===== config.mk =====
export PLATFORM = sky130hd
export DESIGN_NAME = control_unit
export DESIGN_NICKNAME = d
export VERILOG_FILES = /design/src/rtl/cpu_pkg.sv /design/src/rtl/opcode_decoder.sv /design/src/rtl/control_unit.sv
export SDC_FILE = /design/constraint.sdc
export NUM_CORES = 1
export LEC_CHECK = 0
export CORE_UTILIZATION = 36
export CTS_BUF_LIST = sky130_fd_sc_hd__clkbuf_2
export CTS_CLUSTER_SIZE = 10
export DETAILED_ROUTE_END_ITERATION = 6
export HOLD_SLACK_MARGIN = 0.03
export PLACE_DENSITY_LB_ADDON = 0.25
export SYNTH_ARGS = -nofsm -noshare
export SYNTH_HDL_FRONTEND = slang
export SYNTH_HIERARCHICAL = 1
export SYNTH_SLANG_ARGS = --single-unit

===== constraint.sdc =====
create_clock -name i_clk -period 1.7 [get_ports i_clk]
set_input_delay 0.34 -clock i_clk [delete_from_list [all_inputs] [get_ports i_clk]]
set_output_delay 0.34 -clock i_clk [all_outputs]
set_load 0.05 [all_outputs]

===== src/rtl/cpu_pkg.sv =====
// Shared definitions for the 4-bit processor control path: widths,
// opcode and ALU function encodings, controller states and jump conditions.
package cpu_pkg;

  localparam int OP_W    = 4;
  localparam int DATA_W  = 4;
  localparam int INSTR_W = OP_W + DATA_W;

  // Opcode encodings (instr[7:4])
  localparam logic [OP_W-1:0] OP_NOP = 4'h0;
  localparam logic [OP_W-1:0] OP_LDI = 4'h1;
  localparam logic [OP_W-1:0] OP_ADD = 4'h2;
  localparam logic [OP_W-1:0] OP_SUB = 4'h3;
  localparam logic [OP_W-1:0] OP_AND = 4'h4;
  localparam logic [OP_W-1:0] OP_OR  = 4'h5;
  localparam logic [OP_W-1:0] OP_XOR = 4'h6;
  localparam logic [OP_W-1:0] OP_NOT = 4'h7;
  localparam logic [OP_W-1:0] OP_JMP = 4'h8;
  localparam logic [OP_W-1:0] OP_JZ  = 4'h9;
  localparam logic [OP_W-1:0] OP_JC  = 4'hA;
  localparam logic [OP_W-1:0] OP_JNZ = 4'hB;
  localparam logic [OP_W-1:0] OP_HLT = 4'hF;

  // ALU function select
  localparam logic [2:0] ALU_PASS = 3'd0;
  localparam logic [2:0] ALU_ADD  = 3'd1;
  localparam logic [2:0] ALU_SUB  = 3'd2;
  localparam logic [2:0] ALU_AND  = 3'd3;
  localparam logic [2:0] ALU_OR   = 3'd4;
  localparam logic [2:0] ALU_XOR  = 3'd5;
  localparam logic [2:0] ALU_NOT  = 3'd6;

  // Jump condition select carried from the decoder to the FSM
  localparam logic [1:0] JC_ALWAYS  = 2'd0;
  localparam logic [1:0] JC_ZERO    = 2'd1;
  localparam logic [1:0] JC_CARRY   = 2'd2;
  localparam logic [1:0] JC_NOTZERO = 2'd3;

  // Controller states; the encoding is visible on the debug port
  typedef enum logic [1:0] {
    ST_FETCH   = 2'd0,
    ST_DECODE  = 2'd1,
    ST_EXECUTE = 2'd2,
    ST_HALT    = 2'd3
  } state_t;

endpackage


===== src/rtl/opcode_decoder.sv =====
// Pure opcode classification. Reports what an instruction would do; the
// controller decides when (only in EXECUTE) these actions actually happen.
module opcode_decoder
  import cpu_pkg::*;
(
  input  logic [OP_W-1:0] i_opcode,
  output logic [2:0]      o_alu_op,
  output logic            o_writes_acc,
  output logic            o_writes_flags,
  output logic            o_is_jump,
  output logic [1:0]      o_jump_cond,
  output logic            o_is_halt
);

  // Map each opcode to its ALU function and side effects; unused opcodes behave as NOP
  always_comb begin
    o_alu_op       = ALU_PASS;
    o_writes_acc   = 1'b0;
    o_writes_flags = 1'b0;
    o_is_jump      = 1'b0;
    o_jump_cond    = JC_ALWAYS;
    o_is_halt      = 1'b0;
    case (i_opcode)
      OP_LDI: begin
        o_alu_op     = ALU_PASS;
        o_writes_acc = 1'b1;
      end
      OP_ADD: begin
        o_alu_op       = ALU_ADD;
        o_writes_acc   = 1'b1;
        o_writes_flags = 1'b1;
      end
      OP_SUB: begin
        o_alu_op       = ALU_SUB;
        o_writes_acc   = 1'b1;
        o_writes_flags = 1'b1;
      end
      OP_AND: begin
        o_alu_op       = ALU_AND;
        o_writes_acc   = 1'b1;
        o_writes_flags = 1'b1;
      end
      OP_OR: begin
        o_alu_op       = ALU_OR;
        o_writes_acc   = 1'b1;
        o_writes_flags = 1'b1;
      end
      OP_XOR: begin
        o_alu_op       = ALU_XOR;
        o_writes_acc   = 1'b1;
        o_writes_flags = 1'b1;
      end
      OP_NOT: begin
        o_alu_op       = ALU_NOT;
        o_writes_acc   = 1'b1;
        o_writes_flags = 1'b1;
      end
      OP_JMP: begin
        o_is_jump   = 1'b1;
        o_jump_cond = JC_ALWAYS;
      end
      OP_JZ: begin
        o_is_jump   = 1'b1;
        o_jump_cond = JC_ZERO;
      end
      OP_JC: begin
        o_is_jump   = 1'b1;
        o_jump_cond = JC_CARRY;
      end
      OP_JNZ: begin
        o_is_jump   = 1'b1;
        o_jump_cond = JC_NOTZERO;
      end
      OP_HLT: begin
        o_is_halt = 1'b1;
      end
      default: begin
        o_alu_op = ALU_PASS;
      end
    endcase
  end

endmodule


===== src/rtl/control_unit.sv =====
// Instruction-sequencing controller: FETCH -> DECODE -> EXECUTE per
// instruction, with a terminal HALT. All outputs come from the registered
// state, the instruction register and the flag inputs, never from instr.
module control_unit
  import cpu_pkg::*;
(
  input  logic               i_clk,
  input  logic               i_reset,
  input  logic               i_run,
  input  logic [INSTR_W-1:0] i_instr,
  input  logic               i_zero_flag,
  input  logic               i_carry_flag,
  output logic               o_pc_enable,
  output logic               o_pc_load,
  output logic [DATA_W-1:0]  o_pc_in,
  output logic [2:0]         o_alu_op,
  output logic [DATA_W-1:0]  o_imm,
  output logic               o_acc_we,
  output logic               o_flags_we,
  output logic               o_halted,
  output logic [1:0]         o_state_dbg
);

  state_t             r_state;
  state_t             w_next_state;
  logic [INSTR_W-1:0] r_ir;

  logic [2:0] w_alu_op;
  logic       w_writes_acc;
  logic       w_writes_flags;
  logic       w_is_jump;
  logic [1:0] w_jump_cond;
  logic       w_is_halt;
  logic       w_take_jump;

  opcode_decoder u_decoder (
    .i_opcode       (r_ir[INSTR_W-1:DATA_W]),
    .o_alu_op       (w_alu_op),
    .o_writes_acc   (w_writes_acc),
    .o_writes_flags (w_writes_flags),
    .o_is_jump      (w_is_jump),
    .o_jump_cond    (w_jump_cond),
    .o_is_halt      (w_is_halt)
  );

  // State and instruction register; IR only captures in FETCH while run is high
  always_ff @(posedge i_clk or posedge i_reset) begin
    if (i_reset) begin
      r_state <= ST_FETCH;
      r_ir    <= '0;
    end else begin
      r_state <= w_next_state;
      if (r_state == ST_FETCH && i_run) begin
        r_ir <= i_instr;
      end
    end
  end

  // Sequencing: stall in FETCH without run, HLT parks the FSM until reset
  always_comb begin
    w_next_state = ST_FETCH;
    case (r_state)
      ST_FETCH:   w_next_state = i_run ? ST_DECODE : ST_FETCH;
      ST_DECODE:  w_next_state = ST_EXECUTE;
      ST_EXECUTE: w_next_state = w_is_halt ? ST_HALT : ST_FETCH;
      ST_HALT:    w_next_state = ST_HALT;
      default:    w_next_state = ST_FETCH;
    endcase
  end

  // Resolve the jump condition against the registered flags
  always_comb begin
    w_take_jump = 1'b0;
    case (w_jump_cond)
      JC_ALWAYS:  w_take_jump = 1'b1;
      JC_ZERO:    w_take_jump = i_zero_flag;
      JC_CARRY:   w_take_jump = i_carry_flag;
      JC_NOTZERO: w_take_jump = ~i_zero_flag;
      default:    w_take_jump = 1'b0;
    endcase
  end

  // Strobes fire only in EXECUTE; each non-HLT instruction pulses exactly one of pc_enable/pc_load
  always_comb begin
    o_pc_enable = 1'b0;
    o_pc_load   = 1'b0;
    o_acc_we    = 1'b0;
    o_flags_we  = 1'b0;
    if (r_state == ST_EXECUTE && !w_is_halt) begin
      if (w_is_jump) begin
        o_pc_load   = w_take_jump;
        o_pc_enable = ~w_take_jump;
      end else begin
        o_pc_enable = 1'b1;
        o_acc_we    = w_writes_acc;
        o_flags_we  = w_writes_flags;
      end
    end
  end

  assign o_alu_op    = w_alu_op;
  assign o_imm       = r_ir[DATA_W-1:0];
  assign o_pc_in     = r_ir[DATA_W-1:0];
  assign o_halted    = (r_state == ST_HALT);
  assign o_state_dbg = r_state;

endmodule


==> results of run 1 <==
[repair_timing]
action	in CTS	in global routing
gates cloned	0	0
pin swaps	5	2
resized for setup	2	9
setup buffers	1	1
setup endpoints to repair	5	7
[worst max-delay path: cells and delay by family, from the launching register on]
kind	cells	cell delay, ns
AO/OA/AOI/OAI	1	0.16
XOR/XNOR	1	0.13
buffers and inverters	1	0.13
flip-flops	1	0.40
AND/OR/NAND/NOR	3	0.61
[layout by cell type, fill, tap and decap left out, drive strengths merged]
cell type and count:
or3b 1, mux2 8, nand2 3, nor3 2
and4 1, o21ai 1, nor3b 5, and2b 1
buf 25, clkdlybuf4s50 12, inv 1, nor2 6
dfrtp 10, nand2b 1, xnor2 1, a21oi 3
a21o 1, and2 3, clkbuf 4
[synthesized netlist by cell type (all sizes together)]
library cell / n
a21oi: 3
and4: 1
nor3: 2
mux2: 8
and2: 3
a21o: 1
o21ai: 1
xnor2: 1
inv: 1
or3b: 1
nand2b: 1
nor3b: 5
nor2: 6
dfrtp: 10
buf: 8
nand2: 3
and2b: 1
[layout make-up]
| cell class | instances | area (sq um) | area share [%] |
|---|---|---|---|
| Clock buffer | 4 | 20.0 | 1.86 |
| Multi-Input combinational cell | 37 | 337 | 31.3 |
| Tap cell | 16 | 20.0 | 1.86 |
| Inverter | 1 | 3.75 | 0.349 |
| Sequential cell | 10 | 254 | 23.6 |
| Timing Repair Buffer | 37 | 440 | 41.0 |
[flip-flops by register name, summed over array words and instances (netlist names)]
| register | flops |
|---|---|
| o_state_dbg | 2 |
| r_ir | 8 |
[routing by layer]
metal	routed length, um	up-vias
met1	516	236
met5	0	-
met2	595	16
met3	43	2
met4	8	0
li1	-	251
[final timing paths]
path                                startpoint        end  slack, ns  cells past startpoint
worst max-delay path                   r_ir[7]  o_pc_load      -0.30                      6
worst min-delay path                   i_reset    r_ir[3]       0.36                      2
worst max register to register  o_state_dbg[1]    r_ir[4]       0.36                      3
worst min register to register         r_ir[3]    r_ir[3]       0.55                      1
max in group asynchronous              i_reset    r_ir[5]       1.03                      2
min in group i_clk                     r_ir[3]    r_ir[3]       0.55                      1
[logic make-up (layout without fill, tap and decap cells)]
family	count (synthesis)	in the layout
xor gates and xnor gates	1	1
buffers and inverters	9	42
and+or+nand+nor	23	23
AOI/OAI and AO/OA	5	5
DFF	10	10
muxes	8	8
[through the flow]
stage                     hold WS (ns)  utilization, %  setup TNS [ns]
after floorplan                  0.180               -           -1.01
after global placement           0.519            66.6          -0.181
after detailed placement         0.529            66.6          -0.194
after CTS                        0.364            68.9           -1.12
after global routing             0.371            71.3           -1.69
final                            0.358            71.3           -1.16
==> out/results.tsv, run 1 <==
stage	metric	value	unit
global_route	Global Route met2 Usage	25.8	%
yosys	Post-Synth Adder-Cell Area	0	%
detailed_routing	DRT iter0 DRCs	4	
detailed_routing	DRC Markers	0	
worst_setup_path	startpoint types	register	
floorplan	Core Footprint	1510	sq um
detailed_routing	Post-Route WL	1.16	mm
detailed_routing	Vias	505	
yosys	share of the synthesized area in the top cell type	42.8	%
global_route	largest net degree at the start of global routing	11	
floorplan	Ports	31	
worst_setup_path	WS Path Type	reg2out	
cts	clk sink count	10	
timing	RSZ-0062 raised after global routing	yes	
cts	H-tree depth	1	
global_route	GRT Util Overall	14.7	%
floorplan	die height	42.3	um
final_layout	Area Growth Syn to Fin	83.9	%
yosys	synthesized flop and latch total	10	
place	port bufs	30	
place	Area after DPL	1000	sq um
yosys	main combinational cell family by area after synthesis	simple AND/OR/NAND/NOR gates	
place	DP Cell Count	99	
global_route	grt met3 use	2.59	%
place	gpl congestion	0.674	
cts	clk buf depth	2	
yosys	Post-Syn Instances	56	
worst_setup_path	CP max stage cell	dfrtp_1	
yosys	Synth Area per Inst	10.4	sq um
timing	Fin Clk Skew	0.0126	ns
timing	Slew HR	75.0	%
final_layout	fillers	108	
timing	fin crit share	118	%
worst_setup_path	CP Cell Sequence	and2b_2 > and2_4 > xnor2_1 > a21oi_2 > and4_4 > buf_12	
detailed_routing	drt pass-1 iters	3	
yosys	register area share after synthesis	42.8	%
final_layout	Final Instance Count excl. Fillers	105	
timing	min Tclk post-route	2.00	ns
global_route	met1 global-route usage	16.9	%
yosys	Syn Nets	69	
global_route	total congestion overflow	0	
global_route	vias in the first global route	483	
final_layout	Final Net Count	103	
place	DP Worst Slack	-0.160	ns
cts	cts hold-fix bufs	0	
floorplan	Die ar.	1790	sq um
cts	clk_lat worst skew	0.24	ns
yosys	Post-Synth XOR/XNOR Area	1.50	%
yosys	post-synthesis instance area	584	sq um
worst_setup_path	crit-path max FO	3	
global_route	global route hottest layer	met2	
detailed_routing	DRT antenna net count	0	
yosys	post-synthesis compound-gate area fraction	4.71	%
timing	Setup WS post-layout	-0.298	ns
yosys	Yosys Warn Count	6	
yosys	area leader, netlist	dfrtp_1	
worst_setup_path	data arrival time of the critical path	1.66	ns
floorplan	Die Wd	42.3	um
floorplan	Starting Density	38.8	%
yosys	Synth Area in Simple Gates	24.6	%
timing	Worst Tran Pin Value	0.374	ns
global_route	global-route wire length before repair	2.01	mm
final_layout	share of layout cells above drive strength 1	64.0	%
yosys	largest cells by area after synthesis	dfrtp_1, mux2_2, buf_4, nor3b_1, nor2_1	
cts	CTS tree	built	
worst_setup_path	Crit. End Element	output port	
status	violated checks	setup timing	
detailed_routing	Via density	4.81	
status	status	finished with violations	
cts	Num CTS Buffers	3	
timing	f_max	500	MHz
floorplan	num rows	14	
timing	Slew Limit Fails	0	
detailed_routing	WL/cell	11.1	um
timing	final setup fails	5	
global_route	initial antenna violation count	0	
yosys	mux contribution to synthesized area	15.4	%
cts	root buffer cell	clkbuf_2	
worst_setup_path	worst endpoint required time	1.36	ns
cts	clock edge transition at the registers on the reported setup and hold paths	0.10	ns
final_layout	n_diodes	0	
timing	Hold Vio Cnt, Final	0	
yosys	Distinct cells, synth	18	
min_path	Min-Delay Path Class	in2async	
run	max_cap viols	0	
worst_setup_path	max incr delay on CP	0.40	ns
final_layout	fin area	1070	sq um
place	HPWL after DPL	932	um
Power of run 1 is left out: the tool's default activity adds up to more than one toggle a clock period on the data nets, which glitch-free logic cannot reach.
==> inputs of run 2 (changes only) <==
--- a/config.mk
+++ b/config.mk
@@ -5,7 +5,7 @@
 export SDC_FILE = /design/constraint.sdc
 export NUM_CORES = 1
 export LEC_CHECK = 0
-export CORE_UTILIZATION = 36
+export CORE_UTILIZATION = 42
 export CTS_BUF_LIST = sky130_fd_sc_hd__clkbuf_2
 export CTS_CLUSTER_SIZE = 10
 export DETAILED_ROUTE_END_ITERATION = 6
==> constraint.sdc (replaced) <==
create_clock -name i_clk -period 2.5 [get_ports i_clk]
set_input_delay 0.5 -clock i_clk [delete_from_list [all_inputs] [get_ports i_clk]]
set_output_delay 0.5 -clock i_clk [all_outputs]
set_load 0.05 [all_outputs]
==> run 2 against run 1 <==
Net effect: the run now ends clean; design area is 19% lower; final cell count is 7.6% lower; routed wire length is 14% lower; hold slack better by 0.16 ns; critical path depth stayed put; non-clock buffer count is 7 lower; global-route usage is 1.7 points higher; first-iteration DRC count is 25% lower; clock-buffer cell count is 1 lower; sequential cell count stayed put; clock skew is 0.0048 ns lower; sequential share of layout area is 5.0 points higher; critical endpoint unchanged; highest routed layer unchanged.
==> out/results.tsv, run 2 (same netlist as run 1, synthesis figures left out) <==
stage	metric	value	unit
timing	Slew Limit Fails	0	
timing	Worst Tran Pin Value	0.497	ns
cts	root buffer cell	clkbuf_2	
floorplan	num rows	13	
worst_setup_path	startpoint types	register	
worst_setup_path	WS Path Type	reg2out	
final_layout	Largest register FFs	8	
detailed_routing	drt pass-1 iters	2	
cts	CTS tree	built	
final_layout	fillers	110	
final_layout	share of layout cells above drive strength 1	22.0	%
global_route	largest net degree at the start of global routing	11	
detailed_routing	DRT iter0 DRCs	3	
detailed_routing	Vias	467	
floorplan	Starting Density	44.9	%
timing	Hold Vio Cnt, Final	0	
place	DP Worst Slack	0.364	ns
final_layout	commonest cells after routing, fill and taps aside	clkdlybuf4s50_1, dfrtp_1, mux2_2	
run	max_cap viols	0	
cts	H-tree depth	1	
floorplan	Core Footprint	1300	sq um
worst_setup_path	worst endpoint required time	2.00	ns
cts	clk buf depth	2	
worst_setup_path	Crit. End Element	output port	
timing	min Tclk post-route	2.35	ns
worst_setup_path	CP max stage cell	dfrtp_1	
timing	final setup fails	0	
detailed_routing	Post-Route WL	1.00	mm
timing	Setup WS post-layout	0.146	ns
status	status	finished, final reports clean	
detailed_routing	DRT antenna net count	0	
global_route	global-route wire length before repair	1.66	mm
detailed_routing	DRC Markers	0	
final_layout	most flop-heavy register	r_ir	
floorplan	die height	39.3	um
worst_setup_path	crit-path max FO	8	
floorplan	Die Wd	39.3	um
cts	post-cts gate resize count	0	
timing	fin crit share	94.2	%
floorplan	Ports	31	
min_path	Min-Delay Path Class	in2async	
final_layout	n_diodes	0	
place	gpl congestion	0.629	
worst_setup_path	data arrival time of the critical path	1.85	ns
cts	Setup Fix Bufs, Post-CTS	0	
floorplan	Die ar.	1540	sq um
detailed_routing	WL/cell	10.3	um
timing	Slew HR	66.7	%
cts	Num CTS Buffers	3	
detailed_routing	Via density	4.81	
final_layout	Final Net Count	96	
place	HPWL after DPL	774	um
cts	clk_lat worst skew	0.24	ns
final_layout	most common cell after layout, fill and taps aside	clkdlybuf4s50_1	
cts	clk sink count	10	
final_layout	Area Growth Syn to Fin	49.7	%
cts	clock edge transition at the registers on the reported setup and hold paths	0.10	ns
global_route	initial antenna violation count	0	
global_route	total congestion overflow	0	
global_route	vias in the first global route	424	
worst_setup_path	CP Cell Sequence	and2b_2 > and2_1 > xnor2_1 > a21oi_1 > and4_1 > buf_12	
timing	Fin Clk Skew	0.00776	ns
timing	RSZ-0062 raised after global routing	no	
worst_setup_path	max incr delay on CP	0.46	ns
place	port bufs	30	
timing	f_max	425	MHz
cts	cts hold-fix bufs	0	
global_route	GRT Util Overall	16.4	%
-- run 2: changes by cell type in the layout (fill, tap and decap cells not counted), moves of 4 or more --
cell / before / now
buf_4: 13 / 3
clkdlybuf4s50_1: 12 / 25
nor3b_1: 0 / 4
buf_12: 10 / 2
-- run 2: path summary, 6_finish.rpt --
check | from | end | slack [ns] | cells after the start
worst max-delay path | r_ir[7] | o_pc_load | 0.15 | 6
worst min-delay path | i_reset | o_state_dbg[1] | 0.52 | 2
worst max register to register | o_state_dbg[1] | r_ir[6] | 1.08 | 2
worst min register to register | r_ir[1] | r_ir[1] | 0.53 | 1
max in group asynchronous | i_reset | r_ir[1] | 1.71 | 2
min in group i_clk | r_ir[1] | r_ir[1] | 0.53 | 1
-- run 2: critical path: cells and delay by family (launching register included) --
family          cells  cell delay [ns]
compound gates      1             0.17
flops               1             0.46
xor+xnor            1             0.13
buf+inv             1             0.14
simple gates        3             0.70
-- run 2: layer usage --
| layer | vias up | global-route usage (%) | share of wire [%] |
|---|---|---|---|
| li1 | 239 | - | - |
| met1 | 209 | 18.9 | 45 |
| met2 | 17 | 27.5 | 48 |
| met3 | 2 | 1.70 | 6.4 |
| met4 | 0 | 12.9 | 0.80 |
| met5 | - | 0 | 0 |
-- run 2: final cells by class --
| cell class | count | area (sq um) | share of cell area (%) |
|---|---|---|---|
| multi-input combinational | 37 | 270 | 30.9 |
| clock inverter | 1 | 3.75 | 0.429 |
| sequential | 10 | 250 | 28.6 |
| timing repair buffer | 30 | 313 | 35.8 |
| clock buffer | 3 | 15.0 | 1.72 |
| inverter | 1 | 3.75 | 0.429 |
| tap | 15 | 18.8 | 2.15 |
-- run 2: metrics by stage --
stage          TNS, ns  hold slack (ns)  util, %  instance area (sq um)  instances
6_report             0            0.516     67.2                    875         97
5_1_grt              0            0.523     67.2                    875         97
4_1_cts              0            0.522     67.2                    875         97
3_5_place_dp         0            0.517     65.8                    856         93
3_3_place_gp         0            0.514     65.8                    856         93
2_1_floorplan   -0.185            0.340        -                    584         56
Power of run 2 is left out for the same reason.
